--- src/rtl/dmem_port_arbiter_if.sv ---
// Port-B bus between the data-port arbiter, its two requesters and the memory.
// master = requesters plus memory read-data side; slave = the arbiter.
interface dmem_port_arbiter_if #(
    parameter int ADDR_WIDTH = 32,
    parameter int DATA_WIDTH = 32
);
    localparam int BE_WIDTH = DATA_WIDTH / 8;

    logic                  r0_valid;
    logic                  r0_ready;
    logic [ADDR_WIDTH-1:0] r0_addr;
    logic                  r0_we;
    logic [DATA_WIDTH-1:0] r0_wdata;
    logic [BE_WIDTH-1:0]   r0_be;
    logic                  r0_rvalid;
    logic [DATA_WIDTH-1:0] r0_rdata;

    logic                  r1_valid;
    logic                  r1_ready;
    logic [ADDR_WIDTH-1:0] r1_addr;
    logic                  r1_we;
    logic [DATA_WIDTH-1:0] r1_wdata;
    logic [BE_WIDTH-1:0]   r1_be;
    logic                  r1_rvalid;
    logic [DATA_WIDTH-1:0] r1_rdata;

    logic [ADDR_WIDTH-1:0] mem_addr;
    logic                  mem_wr_en;
    logic [DATA_WIDTH-1:0] mem_wr_data;
    logic [BE_WIDTH-1:0]   mem_byte_en;
    logic [DATA_WIDTH-1:0] mem_rd_data;

    modport master (
        output r0_valid, r0_addr, r0_we, r0_wdata, r0_be,
        output r1_valid, r1_addr, r1_we, r1_wdata, r1_be,
        output mem_rd_data,
        input  r0_ready, r0_rvalid, r0_rdata,
        input  r1_ready, r1_rvalid, r1_rdata,
        input  mem_addr, mem_wr_en, mem_wr_data, mem_byte_en
    );

    modport slave (
        input  r0_valid, r0_addr, r0_we, r0_wdata, r0_be,
        input  r1_valid, r1_addr, r1_we, r1_wdata, r1_be,
        input  mem_rd_data,
        output r0_ready, r0_rvalid, r0_rdata,
        output r1_ready, r1_rvalid, r1_rdata,
        output mem_addr, mem_wr_en, mem_wr_data, mem_byte_en
    );
endinterface

--- src/rtl/dmem_port_arbiter.sv ---
// Round-robin (bounded burst) arbiter sharing memory port B between LSU (r0) and debug loader (r1).
// Grant is combinational (0-cycle accept); load data returns exactly 1 cycle later, no back-pressure.
module dmem_port_arbiter #(
    parameter int ADDR_WIDTH = 32,
    parameter int DATA_WIDTH = 32,
    parameter int MAX_BURST  = 4
) (
    input logic clk,
    input logic rst,
    dmem_port_arbiter_if.slave bus
);
    localparam int BE_WIDTH = DATA_WIDTH / 8;
    localparam int CNT_W    = $clog2(MAX_BURST + 1);
    localparam logic [CNT_W-1:0] CNT_MAX = CNT_W'(MAX_BURST);
    localparam logic [CNT_W-1:0] CNT_ONE = CNT_W'(1);

    logic             last_gnt;
    logic [CNT_W-1:0] burst_cnt;
    logic             pend_valid;
    logic             pend_id;

    logic gnt_vld;
    logic gnt_id;
    logic gnt_we;
    logic burst_full;

    assign burst_full = (burst_cnt == CNT_MAX);

    // Nothing is granted while reset is held, so no store can slip through.
    always_comb begin
        gnt_vld = 1'b0;
        gnt_id  = 1'b0;
        if (!rst) begin
            case ({bus.r1_valid, bus.r0_valid})
                2'b01: begin
                    gnt_vld = 1'b1;
                    gnt_id  = 1'b0;
                end
                2'b10: begin
                    gnt_vld = 1'b1;
                    gnt_id  = 1'b1;
                end
                2'b11: begin
                    gnt_vld = 1'b1;
                    gnt_id  = burst_full ? ~last_gnt : last_gnt;
                end
                default: begin
                    gnt_vld = 1'b0;
                    gnt_id  = 1'b0;
                end
            endcase
        end
    end

    always_comb begin
        bus.r0_ready    = gnt_vld & ~gnt_id;
        bus.r1_ready    = gnt_vld &  gnt_id;
        gnt_we          = 1'b0;
        bus.mem_addr    = '0;
        bus.mem_wr_data = '0;
        bus.mem_byte_en = '0;
        bus.mem_wr_en   = 1'b0;
        if (gnt_vld) begin
            gnt_we          = gnt_id ? bus.r1_we    : bus.r0_we;
            bus.mem_addr    = gnt_id ? bus.r1_addr  : bus.r0_addr;
            bus.mem_wr_data = gnt_id ? bus.r1_wdata : bus.r0_wdata;
            bus.mem_wr_en   = gnt_we;
            if (gnt_we) begin
                bus.mem_byte_en = gnt_id ? bus.r1_be : bus.r0_be;
            end
        end
    end

    always_ff @(posedge clk) begin
        if (rst) begin
            last_gnt   <= 1'b0;
            burst_cnt  <= '0;
            pend_valid <= 1'b0;
            pend_id    <= 1'b0;
        end else begin
            if (gnt_vld) begin
                if (gnt_id == last_gnt) begin
                    if (!burst_full) begin
                        burst_cnt <= burst_cnt + CNT_ONE;
                    end
                end else begin
                    burst_cnt <= CNT_ONE;
                    last_gnt  <= gnt_id;
                end
            end
            pend_valid <= gnt_vld & ~gnt_we;
            pend_id    <= gnt_id;
        end
    end

    // A load accepted just before reset is dropped: rvalid is masked while rst is high.
    always_comb begin
        bus.r0_rvalid = pend_valid & ~rst & ~pend_id;
        bus.r1_rvalid = pend_valid & ~rst &  pend_id;
        bus.r0_rdata  = bus.r0_rvalid ? bus.mem_rd_data : '0;
        bus.r1_rdata  = bus.r1_rvalid ? bus.mem_rd_data : '0;
    end
endmodule

--- src/flat_wrapper.sv ---
// flat-port wrapper written by rule: the top's interface ports become plain ports
module dmem_port_arbiter_flat 
#(
    parameter int ADDR_WIDTH = 32,
    parameter int DATA_WIDTH = 32,
    parameter int MAX_BURST  = 4
)
  (clk, rst, bus_r0_valid, bus_r0_addr, bus_r0_we, bus_r0_wdata, bus_r0_be, bus_r1_valid, bus_r1_addr, bus_r1_we, bus_r1_wdata, bus_r1_be, bus_mem_rd_data, bus_r0_ready, bus_r0_rvalid, bus_r0_rdata, bus_r1_ready, bus_r1_rvalid, bus_r1_rdata, bus_mem_addr, bus_mem_wr_en, bus_mem_wr_data, bus_mem_byte_en);
  dmem_port_arbiter_if #(.ADDR_WIDTH(ADDR_WIDTH), .DATA_WIDTH(DATA_WIDTH)) bus_i ();
  input logic clk;
  input logic rst;
  input wire logic [$bits(bus_i.r0_valid)-1:0] bus_r0_valid;
  input wire logic [$bits(bus_i.r0_addr)-1:0] bus_r0_addr;
  input wire logic [$bits(bus_i.r0_we)-1:0] bus_r0_we;
  input wire logic [$bits(bus_i.r0_wdata)-1:0] bus_r0_wdata;
  input wire logic [$bits(bus_i.r0_be)-1:0] bus_r0_be;
  input wire logic [$bits(bus_i.r1_valid)-1:0] bus_r1_valid;
  input wire logic [$bits(bus_i.r1_addr)-1:0] bus_r1_addr;
  input wire logic [$bits(bus_i.r1_we)-1:0] bus_r1_we;
  input wire logic [$bits(bus_i.r1_wdata)-1:0] bus_r1_wdata;
  input wire logic [$bits(bus_i.r1_be)-1:0] bus_r1_be;
  input wire logic [$bits(bus_i.mem_rd_data)-1:0] bus_mem_rd_data;
  output wire logic [$bits(bus_i.r0_ready)-1:0] bus_r0_ready;
  output wire logic [$bits(bus_i.r0_rvalid)-1:0] bus_r0_rvalid;
  output wire logic [$bits(bus_i.r0_rdata)-1:0] bus_r0_rdata;
  output wire logic [$bits(bus_i.r1_ready)-1:0] bus_r1_ready;
  output wire logic [$bits(bus_i.r1_rvalid)-1:0] bus_r1_rvalid;
  output wire logic [$bits(bus_i.r1_rdata)-1:0] bus_r1_rdata;
  output wire logic [$bits(bus_i.mem_addr)-1:0] bus_mem_addr;
  output wire logic [$bits(bus_i.mem_wr_en)-1:0] bus_mem_wr_en;
  output wire logic [$bits(bus_i.mem_wr_data)-1:0] bus_mem_wr_data;
  output wire logic [$bits(bus_i.mem_byte_en)-1:0] bus_mem_byte_en;
  assign bus_i.r0_valid = bus_r0_valid;
  assign bus_i.r0_addr = bus_r0_addr;
  assign bus_i.r0_we = bus_r0_we;
  assign bus_i.r0_wdata = bus_r0_wdata;
  assign bus_i.r0_be = bus_r0_be;
  assign bus_i.r1_valid = bus_r1_valid;
  assign bus_i.r1_addr = bus_r1_addr;
  assign bus_i.r1_we = bus_r1_we;
  assign bus_i.r1_wdata = bus_r1_wdata;
  assign bus_i.r1_be = bus_r1_be;
  assign bus_i.mem_rd_data = bus_mem_rd_data;
  assign bus_r0_ready = bus_i.r0_ready;
  assign bus_r0_rvalid = bus_i.r0_rvalid;
  assign bus_r0_rdata = bus_i.r0_rdata;
  assign bus_r1_ready = bus_i.r1_ready;
  assign bus_r1_rvalid = bus_i.r1_rvalid;
  assign bus_r1_rdata = bus_i.r1_rdata;
  assign bus_mem_addr = bus_i.mem_addr;
  assign bus_mem_wr_en = bus_i.mem_wr_en;
  assign bus_mem_wr_data = bus_i.mem_wr_data;
  assign bus_mem_byte_en = bus_i.mem_byte_en;
  dmem_port_arbiter #(.ADDR_WIDTH(ADDR_WIDTH), .DATA_WIDTH(DATA_WIDTH), .MAX_BURST(MAX_BURST)) u_core (.clk(clk), .rst(rst), .bus(bus_i));
endmodule
--- config.mk ---
export PLATFORM = sky130hd
export DESIGN_NAME = dmem_port_arbiter_flat
export DESIGN_NICKNAME = d
export VERILOG_FILES = /design/src/rtl/dmem_port_arbiter_if.sv /design/src/rtl/dmem_port_arbiter.sv /design/src/flat_wrapper.sv
export SDC_FILE = /design/constraint.sdc
export NUM_CORES = 1
export LEC_CHECK = 0
export ABC_AREA = 1
export CAP_MARGIN = 10
export CORE_AREA = 2 2 120 122
export DETAILED_ROUTE_END_ITERATION = 10
export DIE_AREA = 0 0 122 124
export GPL_ROUTABILITY_DRIVEN = 0
export GPL_TIMING_DRIVEN = 0
export SLEW_MARGIN = 20
export SYNTH_ARGS = -nofsm -noshare
export SYNTH_HDL_FRONTEND = slang
export SYNTH_SLANG_ARGS = --single-unit
--- constraint.sdc ---
create_clock -name clk -period 2.4 [get_ports clk]
set_input_delay 0.36 -clock clk [delete_from_list [all_inputs] [get_ports clk]]
set_output_delay 0.36 -clock clk [all_outputs]
set_load 0.02 [all_outputs]
==> impl_metrics.env <==
export IMPL_status="finished, final reports clean"
export IMPL_overflow=0
export IMPL_synth_common_cells="nor2_1, a22o_1, inv_1"
export IMPL_die_width_um=122
export IMPL_path_max_fanout=5
export IMPL_peakVddDrop_mv=0.474
export IMPL_grt_max_degree=11
export IMPL_synth_distinct_cells=22
export IMPL_preCtsSetupSlack_ps=-765
export IMPL_async_flop_share=0
export IMPL_route_vias_total=3097
export IMPL_grt_pass1_vias=3001
export IMPL_required_ps=2040
export IMPL_powerDensity_nw_per_um2=280
export IMPL_root_buffer="clkbuf_16"
export IMPL_fin_nets=762
export IMPL_syn_to_final_growth_pct=237
export IMPL_leakagePower_nw=3.03
export IMPL_vias_per_cell=4.05
export IMPL_critPathKind="in -> out"
export IMPL_hold_violations=0
export IMPL_num_antenna_cells=0
export IMPL_clkPwrFrac=0.187
export IMPL_cts_buffers=3
export IMPL_endpoint_kind="output port"
export IMPL_r2r_slack_ps=420
export IMPL_setup_ws_ps=45.4
export IMPL_synth_main_ff_cell="dfxtp_1"
export IMPL_antenna_found_initial=2
export IMPL_syn_inst=252
export IMPL_max_cap_viol_count=0
export IMPL_synth_seq_area_share=0.0797
export IMPL_sequentialPowerShare=0.090
export IMPL_post_route_drc_count=0
export IMPL_final_cell_area_um2=5070
export IMPL_place_area_um2=4830
export IMPL_fillers=1476
export IMPL_portBuffers=310
export IMPL_grt_usage=0.149
export IMPL_switchingPower_mw=0.543
export IMPL_fin_crit_sh=0.981
export IMPL_cts_path_max_buffers=2
export IMPL_utilization=0.370
export IMPL_ioPinCount=311
export IMPL_hp_class="reg -> reg"
export IMPL_fin_skew_ps=3.56
export IMPL_max_slew_margin=0.713
export IMPL_synth_edf_count=0
export IMPL_worstSkewPairLatency_ps=220
export IMPL_synth_avg_cell_area_um2=5.98
export IMPL_synth_top_cell_area_share=0.360
export IMPL_dpl_hpwl_mm=10.7
export IMPL_syn_nets=428
export IMPL_clk_pin_slew_ps=30
export IMPL_drive_gt1_frac=0.219
export IMPL_syn_area_um2=1510
export IMPL_critPathArrivalTime_ps=1990
export IMPL_hold_buffers=0
export IMPL_cts_sinks=6
export IMPL_grt_pass1_wl_mm=17.3
export IMPL_die_h_um=124
export IMPL_rows=43
export IMPL_swShare=0.382
export IMPL_routedWlPerCell_um=17.4
export IMPL_yosysMostFrequentCell="nor2_1"
export IMPL_worst_slew_pin_slew_ps=430
export IMPL_postRouteAntennaNets=0
export IMPL_intPower_mw=0.879
export IMPL_synth_top_cell_by_area="a22o_1"
export IMPL_max_clock_freq_ghz=0.425
export IMPL_synth_warnings=0
export IMPL_multi_input_area_um2=1180
export IMPL_rsz0062_at_grt="yes"
export IMPL_seq_area_um2=123
export IMPL_htree_levels=1
export IMPL_core_um2=13700
export IMPL_initial_utilization=0.110
export IMPL_slew_viol_final=0
export IMPL_die_area_um2=15100
export IMPL_synthTopCellsByArea="a22o_1, nor2_1, inv_1"
export IMPL_routed_wl_mm=13.3
export IMPL_pwr_share_comb=0.723
export IMPL_cts_tree="done"
export IMPL_drt_pass1_iter_count=5
export IMPL_startpoint_type="input pin"
export IMPL_fin_crit_ps=2350
export IMPL_drtIter0Drc=83
export IMPL_setup_violations=0
export IMPL_synth_seq_cells=6
## sequential cells by signal, indices dropped and copies added, names as in the netlist
| name | flops |
|---|---|
| u_core.burst_cnt | 3 |
| u_core.pend_id | 1 |
| u_core.pend_valid | 1 |
| u_core.last_gnt | 1 |
## timing repair
item,CTS,global route
setup buffers,4,8
gates cloned,1,6
endpoints found under the setup margin,136,108
resized for setup,250,117
pin swaps,4,5
## cells in the final DEF, fill, tap and decap left out, drive strengths merged
| cell | instances |
|---|---|
| a22o | 62 |
| a211oi | 1 |
| nand2 | 22 |
| nor2 | 73 |
| dfxtp | 6 |
| o21ai | 3 |
| dlygate4sd2 | 28 |
| a21oi | 5 |
| nor3 | 1 |
| ha | 2 |
| clkdlybuf4s50 | 183 |
| nand3 | 12 |
| buf | 79 |
| xor2 | 1 |
| inv | 47 |
| dlymetal6s2s | 31 |
| clkbuf | 23 |
| clkdlybuf4s15 | 5 |
## metrics by stage
stage	setup TNS [ps]	cells	total power [mW]	hold slack, ps
final	0	764	1.42	521
after detailed placement	-58620	742	1.13	513
after floorplan	0	252	0.539	438
after CTS	-20.0	750	1.39	511
after global placement	-55370	742	1.12	489
after global routing	-150	764	1.50	532
## cell families after synthesis
kind of cell / share of synthesized area
AOI/OAI and AO/OA: 0.395
and+or+nand+nor: 0.300
DFF: 0.0797
adders and majority gates: 0.0166
xor gates and xnor gates: 0.00582
buffers and inverters: 0.203
## worst paths after layout
check                           start             endpoint  depth (start not counted)
setup / recovery         bus_r0_valid     bus_mem_addr[13]                          9
hold / removal    u_core.burst_cnt[1]  u_core.burst_cnt[1]                          2
setup reg to reg  u_core.burst_cnt[0]  u_core.burst_cnt[1]                         13
hold reg to reg   u_core.burst_cnt[1]  u_core.burst_cnt[1]                          2
## cell type report
type / count / area share
flip-flops and latches: 6 / 0.0242
clock buffers: 3 / 0.0148
repair buffers: 327 / 0.612
multi-input cells: 182 / 0.233
repair inverters: 1 / 0.00222
plain buffers: 19 / 0.0328
inverters: 46 / 0.0365
well taps: 180 / 0.0444
## critical path, cell delays in order
cell	delay (ps)
clkdlybuf4s50_1	590
nand3_4	130
nand2_8	130
inv_8	60
nor2_8	110
buf_12	130
buf_8	100
a22o_1	110
clkdlybuf4s15_2	260
## power by group through the flow
stage	registers, mW	clock network (mW)	logic, mW
global route	0.128	0.280	1.09
global placement	0.124	0	0.997
CTS	0.126	0.268	0.991
finish	0.128	0.266	1.03
detailed placement	0.126	0	1.01
floorplan	0.123	0	0.417
## layer usage
metal,vias up,part of all wire,GRT usage
met4,4,0.0093,0.0180
li1,1513,-,-
met2,130,0.51,0.277
met3,14,0.077,0.0394
met1,1436,0.40,0.175
met5,-,0.0020,0
Power figures use the tool's default switching activity.
